### config.mk
export PLATFORM = sky130hd
export DESIGN_NAME = addsub16_accum
export DESIGN_NICKNAME = d
export VERILOG_FILES = /design/src/rtl/addsub_pkg.sv /design/src/rtl/addsub_flag_gen.sv /design/src/rtl/addsub16_accum.sv
export SDC_FILE = /design/constraint.sdc
export NUM_CORES = 1
export LEC_CHECK = 0
export CAP_MARGIN = 5
export CORE_ASPECT_RATIO = 2
export CORE_MARGIN = 2
export CORE_UTILIZATION = 29
export DETAILED_ROUTE_END_ITERATION = 10
export GPL_ROUTABILITY_DRIVEN = 0
export PLACE_DENSITY = 0.69
export SYNTH_ARGS = -nofsm -noshare
export SYNTH_HDL_FRONTEND = slang
export SYNTH_SLANG_ARGS = --single-unit
### constraint.sdc
create_clock -name clk -period 1.4 [get_ports clk]
set_clock_uncertainty 0.1 [all_clocks]
set_input_delay 0.28 -clock clk [delete_from_list [all_inputs] [get_ports clk]]
set_output_delay 0.28 -clock clk [all_outputs]
set_load 0.02 [all_outputs]
### src/rtl/addsub_pkg.sv
// Shared types and constants for the 16-bit accumulator stage around the add/sub unit.
// Saturation values are used only when ADDSUB_ACC_SAT_EN is defined.
package addsub_pkg;

  typedef enum logic [1:0] {
    CMD_ADD   = 2'b00,
    CMD_SUB   = 2'b01,
    CMD_LOAD  = 2'b10,
    CMD_CLRST = 2'b11
  } cmd_t;

  typedef enum logic [1:0] {
    ST_IDLE = 2'b00,
    ST_EXEC = 2'b01,
    ST_HOLD = 2'b10
  } state_t;

  // out_flags = {sticky_ovf, ovf, carry, neg, zero}
  localparam int FLAG_ZERO   = 0;
  localparam int FLAG_NEG    = 1;
  localparam int FLAG_CARRY  = 2;
  localparam int FLAG_OVF    = 3;
  localparam int FLAG_STICKY = 4;
  localparam int FLAG_W      = 5;

  localparam logic [15:0] SAT_POS = 16'h7FFF;
  localparam logic [15:0] SAT_NEG = 16'h8000;

endpackage

### src/rtl/addsub_flag_gen.sv
// Combinational next-accumulator and flag logic for one executed command.
// Option ADDSUB_ACC_SAT_EN: on add/sub overflow write SAT_POS/SAT_NEG instead of the wrapped sum.
module addsub_flag_gen
  import addsub_pkg::*;
(
  input  cmd_t              cmd,
  input  logic [15:0]       acc,
  input  logic [15:0]       opnd,
  input  logic [15:0]       add_sum,
  input  logic              add_cout,
  input  logic              add_ovf,
  input  logic              sticky,
  output logic [15:0]       acc_new,
  output logic [FLAG_W-1:0] flags_new
);

  logic carry_new;
  logic ovf_new;
  logic sticky_new;

  always_comb begin
    acc_new    = acc;
    carry_new  = 1'b0;
    ovf_new    = 1'b0;
    sticky_new = sticky;
    case (cmd)
      CMD_ADD, CMD_SUB: begin
`ifdef ADDSUB_ACC_SAT_EN
        // Direction of overflow follows the sign of the accumulator operand.
        if (add_ovf) acc_new = acc[15] ? SAT_NEG : SAT_POS;
        else         acc_new = add_sum;
`else
        acc_new = add_sum;
`endif
        carry_new  = add_cout;
        ovf_new    = add_ovf;
        sticky_new = sticky | add_ovf;
      end
      CMD_LOAD:  acc_new = opnd;
      CMD_CLRST: sticky_new = 1'b0;
      default:   acc_new = acc;
    endcase
  end

  always_comb begin
    flags_new              = '0;
    flags_new[FLAG_ZERO]   = (acc_new == 16'h0000);
    flags_new[FLAG_NEG]    = acc_new[15];
    flags_new[FLAG_CARRY]  = carry_new;
    flags_new[FLAG_OVF]    = ovf_new;
    flags_new[FLAG_STICKY] = sticky_new;
  end

endmodule

### src/rtl/addsub16_accum.sv
// Accumulator stage: accepts a command, drives the external add/sub unit for one EXEC cycle,
// then holds the result until taken. Option ADDSUB_ACC_SAT_EN enables saturating add/sub.
module addsub16_accum
  import addsub_pkg::*;
#(
  parameter logic [15:0] ACC_RST = 16'h0000
) (
  input  logic        clk,
  input  logic        rst_n,
  // Both handshakes: a transfer happens on a rising edge where valid && ready;
  // valid never depends on ready, and in_ready/out_valid are pure state decodes.
  input  logic        in_valid,
  output logic        in_ready,
  input  logic [1:0]  in_cmd,
  input  logic [15:0] in_opnd,
  output logic [15:0] add_a,
  output logic [15:0] add_b,
  output logic        add_ctrl,
  input  logic [15:0] add_sum,
  input  logic        add_cout,
  input  logic        add_ovf,
  output logic        out_valid,
  input  logic        out_ready,
  output logic [15:0] out_acc,
  output logic [4:0]  out_flags,
  output logic [1:0]  dbg_state
);

  state_t              state, state_n;
  cmd_t                cmd_q;
  logic [15:0]         opnd_q;
  logic [15:0]         acc;
  logic [FLAG_W-1:0]   flags;
  logic [15:0]         acc_new;
  logic [FLAG_W-1:0]   flags_new;

  always_ff @(posedge clk or negedge rst_n) begin
    if (!rst_n) state <= ST_IDLE;
    else        state <= state_n;
  end

  always_comb begin
    state_n = state;
    case (state)
      ST_IDLE: if (in_valid)  state_n = ST_EXEC;
      ST_EXEC:                state_n = ST_HOLD;
      ST_HOLD: if (out_ready) state_n = ST_IDLE;
      default:                state_n = ST_IDLE;
    endcase
  end

  always_ff @(posedge clk or negedge rst_n) begin
    if (!rst_n) begin
      cmd_q  <= CMD_ADD;
      opnd_q <= 16'h0000;
      acc    <= ACC_RST;
      flags  <= '0;
    end else begin
      if (state == ST_IDLE && in_valid) begin
        cmd_q  <= cmd_t'(in_cmd);
        opnd_q <= in_opnd;
      end
      if (state == ST_EXEC) begin
        acc   <= acc_new;
        flags <= flags_new;
      end
    end
  end

  addsub_flag_gen u_flag_gen (
    .cmd       (cmd_q),
    .acc       (acc),
    .opnd      (opnd_q),
    .add_sum   (add_sum),
    .add_cout  (add_cout),
    .add_ovf   (add_ovf),
    .sticky    (flags[FLAG_STICKY]),
    .acc_new   (acc_new),
    .flags_new (flags_new)
  );

  // Unit inputs are driven straight from registers; the unit result only matters in EXEC.
  assign add_a     = acc;
  assign add_b     = opnd_q;
  assign add_ctrl  = (cmd_q == CMD_SUB);
  assign in_ready  = (state == ST_IDLE);
  assign out_valid = (state == ST_HOLD);
  assign out_acc   = acc;
  assign out_flags = flags;
  assign dbg_state = state;

endmodule

### Word level (Yosys, flattened, before mapping)

Cells that the tools add are included.

| storage, ports and cells | value |
|---|---|
| bits in registers | 41 |
| bits in latches | 0 |
| RAM bits | 0 |
| ROM bits | 0 |
| input port bits | 40 |
| memories kept | 0 |

| cells by class | value |
|---|---|
| $add $sub $neg | 0 |
| multiply operators | 0 |
| divide/modulo/power cells | 0 |
| $lt $le $gt $ge | 0 |
| eq/ne operators | 7 |
| shift-type cells | 0 |
| mux-type cells | 7 |
| bitwise gates (word level) | 1 |
| reductions and logical operators | 8 |

Operators by type and width:

| kind | number |
|---|---|
| $pmux 16 s2 | 1 |
| $logic_not 16->1 | 1 |
| $eq 2x2->1 const B | 3 |
| $pmux 2 s3 | 1 |
| $eq 2x1->1 const B | 2 |
| $logic_not 2->1 | 2 |
| $mux 2 | 2 |
| $reduce_and 2->1 | 2 |
| $mux 1 | 2 |
| $ne 2x1->1 const B | 1 |
| $ne 2x2->1 const B | 1 |
| $pmux 1 s2 | 1 |
| $reduce_bool 2->1 | 1 |
| $reduce_or 2->1 | 1 |
| $logic_and 1x1->1 | 1 |
| $or 1x1->1 | 1 |

### Logic depth before layout (Yosys ltp)

Gate-level depths: netlist (run 1).

| logic depth | value |
|---|---|
| depth after elaboration | 4 |
| depth in mapped cells | 7 |
| gate-level depth less buffers | 5 |

### Hierarchy

A second synthesis (run 1) with hierarchy kept.

| second synthesis, totals | value |
|---|---|
| cells, all modules | 175 |
| area, all modules | 2112.0 um2 |

By module, submodules not included:

| module | instances | cells each | area each (um2) |
|---|---|---|---|
| addsub16_accum | 1 | 107 | 1667.8 |
| addsub_flag_gen | 1 | 68 | 444.2 |

### Worst setup path after synthesis (run 1)

No wires, ideal clock.

| path | value |
|---|---|
| path type | register -> register |
| start point | reg state[0] (netlist: dbg_state[0]) |
| end point | reg opnd_q[10] (netlist: add_b[10]) |
| arrival time | 1578 ps |
| required time | 1175 ps |
| slack | -402 ps |
| stages on the path, launching flop included | 5 |
| path buffers | 1 |
| clock period less this slack | 1802 ps |
| cells stage by stage | dfrtp_1 > nor2_1 > and2_1 > buf_2 > mux2_2 |

| on the way | value |
|---|---|
| cells in the longest elaborated chain, start to end | 2 |

Ends and longest elaborated chain:

| what | RTL line | text |
|---|---|---|
| start: declaration | addsub16_accum.sv:29 | `state_t state, state_n;` |
| start signal: assignment | addsub16_accum.sv:39 | `else state <= state_n;` |
| $logic_not 2->1 | n/a |  |
| named net in_ready | addsub16_accum.sv:13 | `output logic in_ready,` |
| $logic_and 1x1->1 | addsub16_accum.sv:59 | `if (state == ST_IDLE && in_valid) begin` |
| end signal: assignment | addsub16_accum.sv:61 | `opnd_q <= in_opnd;` |
| end: declaration | addsub16_accum.sv:31 | `logic [15:0] opnd_q;` |

The timed path passes the listed nets, and every way through them passes these cells.
A chain may end at the register's enable or synchronous reset.

### Worst setup path after layout (run 1)

| path | value |
|---|---|
| start point | reg cmd_q[0] |
| end point | reg flags[0] (netlist: out_flags[0]) |

| on the way | value |
|---|---|
| cells in the longest elaborated chain, start to end | 4 |

Ends and longest elaborated chain:

| what | RTL line | text |
|---|---|---|
| start: declaration | addsub16_accum.sv:30 | `cmd_t cmd_q;` |
| start signal: assignment | addsub16_accum.sv:60 | `cmd_q <= cmd_t'(in_cmd);` |
| $eq 2x1->1 or $logic_not 2->1 (tied branches) | addsub_flag_gen.sv:26 | `case (cmd)` |
| $reduce_or 2->1 | addsub_flag_gen.sv:26 |  |
| $pmux 16 s2 (*) | addsub_flag_gen.sv:26 |  |
| $logic_not 16->1 (*) | addsub_flag_gen.sv:47 | `flags_new[FLAG_ZERO] = (acc_new == 16'h0000);` |
| end signal: assignment | addsub16_accum.sv:65 | `flags <= flags_new;` |
| end: declaration | addsub16_accum.sv:33 | `logic [FLAG_W-1:0] flags;` |

Every way passes the cells marked *; elsewhere a longest branch is shown, timed or not.

==> metrics, run 1 <==
vias in the first global route=2,001; Total GRT Usage=16.5%; Final nets=334; vias per cell=4.82; Hold WC Path Type=flip-flop to flip-flop; final hold vios=0; minimum clock period=1.69 ns; syn avg cell area=11.0 sq um; post-synthesis cell count=184; TritonCTS clock tree=yes; Core Rows=43; post-DP HPWL=4200 um; Achievable Freq=591 MHz; relative slew slack=76.6%; Seq/Total Area, Yosys=49.4%; core area=6830 sq um; CP Launch Type=flip-flop; total number of vias=1,854; cell area after synthesis=2020 sq um; CP Capture Type=flip-flop; global-route wire length before repair=9980 um; # diodes=0; M1 GR Usage=20.8%; clock-pin slew on the worst setup and hold paths=0.06 ns; Arrival @ worst endpoint=1.81 ns; leakage=0.00161 uW; first drt pass iteration count=4; port bufs=97; initial antenna violation count=0; clock tree buffer depth=2; largest net degree at the start of global routing=41; Final Util=51.8%; CTS Buf Count=5; final worst path period share=121%; Synthesis Warnings=0; GRT overflow=0; CP Data Required Time=1.52 ns; Worst VDD drop=1150 uV; max_cap viols=0; WL/cell=16.6 um; status=finished with violations; Final Max Slew Viols=0; Synth Register Bits=40; Worst-Skew Late Latency=0.29 ns; layout cell share with drive strength beyond 1=45.4%; failing checks=negative setup slack; CP Max Fanout=4; met3 GRT Util=3.97%; Worst Max-Slew Pin Slew=0.350 ns; GR Util met2=27.0%; DP Worst Slack=-0.292 ns; setup violators final=21; Post-route DRC=0; Pwr Total=9130 uW; GRT Max-Usage Layer=met2; area delta synth->final=74.9%; syn_nets=224; PD cells=2580 nW/um^2; Iteration-0 DRC Markers=47; Routed Antenna Nets=0; RSZ-0062 raised after global routing=yes; Root Driver=clkbuf_16; CTS Sinks=40; die height=122 um; post-route setup slack=-0.291 ns; Die X=63.1 um; final wirelength=6390 um; Netlist cell types=25; Worst Path Class, Setup=flip-flop to flip-flop; Starting Density=29.6%; htree depth=2; die area=7710 sq um; io pins=98
## cells in the mapped netlist (all sizes together)
cell / n / area (sq um)
a21oi: 5 / 25.0
nor2b: 2 / 12.5
a22o: 1 / 8.76
mux2: 30 / 342
clkbuf: 4 / 15.0
nor2: 3 / 11.3
mux2i: 14 / 140
nand2: 20 / 75.1
dfrtp: 40 / 1000
nor3: 2 / 10.0
o21ai: 24 / 120
nand2b: 2 / 12.5
buf: 24 / 181
nand3: 1 / 5.00
and2: 1 / 6.26
and3: 2 / 12.5
o22ai: 1 / 6.26
nand4: 3 / 18.8
a31oi: 1 / 6.26
inv: 4 / 15.0
## logic make-up (layout without fill, tap and decap cells)
logic type,after synthesis,after routing,share of synthesized area [%]
mux,44,44,23.8
flops,40,40,49.4
buf+inv,32,143,10.4
compound gates,32,32,8.22
simple gates,36,36,8.10
## layout by cell type, fill, tap and decap left out, types with 5 or more instances in the layout
cell type / Yosys / layout
buf_12: 0 / 6
buf_2: 4 / 5
buf_4: 18 / 16
buf_6: 1 / 14
clkbuf_16: 0 / 5
clkbuf_2: 0 / 23
clkdlybuf4s15_1: 0 / 16
clkdlybuf4s50_1: 0 / 38
dfrtp_1: 40 / 36
dlygate4sd2_1: 0 / 7
mux2_4: 1 / 25
mux2i_2: 0 / 7
nand2_1: 20 / 20
o21ai_0: 24 / 11
o21ai_1: 0 / 13
## cell type report
| class | instances | area, sq um |
|---|---|---|
| clock inverters | 1 | 5.00 |
| flip-flops and latches | 40 | 1010 |
| multi-input cells | 112 | 1060 |
| well taps | 90 | 113 |
| inverters | 4 | 15.0 |
| clock buffers | 7 | 133 |
| fillers | 618 | 3290 |
| repair buffers | 131 | 1210 |
## power breakdown
| group | switching [uW] | internal, uW |
|---|---|---|
| Combinational | 2810 | 2920 |
| Sequential | 566 | 1730 |
| Clock | 449 | 659 |
## sequential cells by signal, indices dropped and copies added (netlist names)
signal / cells
dbg_state: 2
add_a: 15
out_flags: 5
add_b: 16
cmd_q: 2
## worst max-delay path: stages (launching register included)
cell     delay [ns]
dfrtp_2        0.44
buf_6          0.14
mux2_4         0.30
mux2i_2        0.17
nand4_1        0.15
nor3_2         0.18
a22o_1         0.14
## routing by layer
metal	vias up	wire [um]
li1	836	-
met1	896	2610
met2	110	3130
met3	12	522
met4	0	131
met5	-	0
## through the flow
step	cells	setup TNS, ns	cell area [sq um]	hold WS (ns)
after floorplan	184	-1.85	2060	-0.116
after global placement	366	-4.01	3140	0.166
after detailed placement	366	-4.42	3140	0.169
after CTS	383	-1.58	3460	0.414
after global routing	385	-3.14	3540	0.435
final	385	-2.01	3540	0.408
## worst paths after layout
check                      slack [ns]          from           end  cells after the start
min in group asynchronous        0.42         rst_n      cmd_q[0]                      3
min reg2reg                      0.41  out_flags[3]  out_flags[3]                      2
max in group asynchronous        0.57         rst_n      add_b[9]                      3
max reg2reg                     -0.29      cmd_q[0]  out_flags[0]                      6
min                              0.41  out_flags[3]  out_flags[3]                      2
max                             -0.29      cmd_q[0]  out_flags[0]                      6
## timing repair
| action | 4_1_cts | 5_1_grt |
|---|---|---|
| cloned | 1 | 1 |
| pin swaps | 3 | 9 |
| endpoints found under the setup margin | 80 | 76 |
| hold buffers | 1 | 0 |
| setup buffers | 7 | 2 |
| endpoints found under the hold margin | 40 | 0 |
| resized for setup | 146 | 94 |
No activity file was read; power rests on OpenSTA's default activity.
==> run 2: changes to the inputs <==
PLACE_DENSITY = 0.68   (was 0.69)
SETUP_SLACK_MARGIN = 0.1   (was unset)
SYNTH_HIERARCHICAL = 1   (was unset)
==> metrics, run 2 <==
status=finished with violations; failing checks=negative setup slack; Synth Register Bits=41; syn avg cell area=12.1 sq um; Worst VDD drop=1310 uV; # diodes=0; Worst-Skew Late Latency=0.28 ns; Achievable Freq=579 MHz; largest net degree at the start of global routing=42; setup violators final=44; most numerous cell in the Yosys netlist=dfrtp_1; Core Rows=44; area delta synth->final=73.5%; Seq/Total Area, Yosys=48.6%; cell area after synthesis=2110 sq um; Post-synth top cells=41 x dfrtp_1, 39 x mux2_2, 23 x buf_4; Final nets=326; die area=8020 sq um; core area=7160 sq um; Pwr Total=10,100 uW; minimum clock period=1.73 ns; Top FF cell, synth=dfrtp_1; global-route wire length before repair=9420 um; clock tree buffer depth=2; port bufs=97; WL/cell=15.4 um; Post-synth ARST share=100%; total number of vias=1,739; final hold vios=0; Iteration-0 DRC Markers=69; Total GRT Usage=14.8%; hold_ws=0.404 ns; TritonCTS clock tree=yes; initial antenna violation count=0; layout cell share with drive strength beyond 1=55.2%; CP Launch Type=flip-flop; first drt pass iteration count=4; CP max stage cell=dfrtp_2; GRT overflow=0; Worst Max-Slew Pin Slew=0.273 ns; die height=125 um; Synthesis Warnings=6; RSZ-0062 raised after global routing=yes; Routed Antenna Nets=0; clock-pin slew on the worst setup and hold paths=0.06 ns; CTS Buf Count=5; Die X=64.3 um; Final Util=51.2%; max_cap viols=0; CP Capture Type=flip-flop; final wirelength=5820 um; post-DP HPWL=3880 um; Post-Place Cells=356; CP Max Fanout=5; CTS Sinks=41; Starting Density=29.5%; syn_nets=215; io pins=98; Largest stage delay, worst path=0.42 ns; worst path cell trace=buf_6 > mux2i_2 > a21oi_2 > nor4_2 > and4_1 > mux2_4; Worst Path Class, Setup=flip-flop to flip-flop; htree depth=2; Post-route DRC=0; final worst path period share=123%; Hold WC Path Type=input pin to async pin; area leader, netlist=dfrtp_1; vias in the first global route=1,863; post-synthesis cell count=175; relative slew slack=81.8%; DP Worst Slack=-0.362 ns; Non-Filler Instances=378; CP Data Required Time=1.52 ns; top cell type's share of synthesized area=48.6%; Post-synth EDFFs=0; leakage=0.00176 uW; Final Max Slew Viols=0; Root Driver=clkbuf_16; synth top area cells=dfrtp_1 49%, mux2_2 21%, buf_4 8.2%; PD cells=2750 nW/um^2; post-route setup slack=-0.328 ns; vias per cell=4.60; Netlist cell types=18; most common cell after layout, fill and taps aside=mux2_4; most frequent cells in the layout=39 x mux2_4, 38 x dfrtp_1, 38 x buf_6, 38 x clkdlybuf4s50_1, 37 x buf_2; Arrival @ worst endpoint=1.85 ns
-- run 2: kinds of logic after synthesis --
logic type	synth area share (%)
multiplexers	28.4
AND/OR/NAND/NOR	6.93
buffers and inverters	11.8
flip-flops	48.6
AO/OA/AOI/OAI	4.32
-- run 2: final timing paths --
check	from	to	slack, ns	depth (start not counted)
worst max-delay path	cmd_q[0]	out_flags[0]	-0.33	6
worst min-delay path	rst_n	out_flags[4]	0.40	3
worst max register to register	cmd_q[0]	out_flags[0]	-0.33	6
worst min register to register	out_flags[2]	out_flags[2]	0.41	1
max in group asynchronous	rst_n	cmd_q[0]	0.58	3
min in group clk	out_flags[2]	out_flags[2]	0.41	1
-- run 2: layout make-up --
type                       instances  area [sq um]
fill                             670          3490
timing repair buffer             134          1290
multi-input combinational        102          1060
sequential                        41          1030
clock buffer                       5           125
tap                               92           115
clock inverter                     2          35.0
inverter                           2          7.51
-- run 2: metrics by stage --
stage	setup TNS, ns	instance area (sq um)
after floorplan	-1.49	2200
after global placement	-7.33	3260
after detailed placement	-7.46	3260
after CTS	-4.26	3580
after global routing	-5.64	3660
final	-4.12	3660
-- run 2: worst max-delay path: cells and delay by family (launching register included) --
kind                   cells  cell delay [ns]
AND/OR/NAND/NOR            2             0.51
AO/OA/AOI/OAI              1             0.09
buffers and inverters      1             0.16
flip-flops                 1             0.42
multiplexers               2             0.39
-- run 2: metal layers --
| metal | wire, um | GRT usage, % | part of all wire [%] | up-vias |
|---|---|---|---|---|
| li1 | - | - | - | 807 |
| met1 | 2570 | 20.1 | 44 | 834 |
| met2 | 2780 | 23.5 | 48 | 94 |
| met3 | 422 | 3.25 | 7.2 | 4 |
| met4 | 45 | 4.13 | 0.77 | 0 |
| met5 | 0 | 0 | 0 | - |
-- run 2: repair_timing --
| action | in CTS | in global routing |
|---|---|---|
| gates cloned | 4 | 0 |
| gates resized for setup | 308 | 26 |
| endpoints found under the hold margin | 41 | 0 |
| pin swaps | 2 | 6 |
| setup endpoints to repair | 97 | 64 |
| setup buffers | 9 | 2 |
| hold buffers | 1 | 0 |
-- run 2: power by group --
part	total (uW)	switching (uW)	internal [uW]
sequential	2350	558	1790
clock	1270	439	827
combinational	6460	2930	3530
total	10100	3930	6150
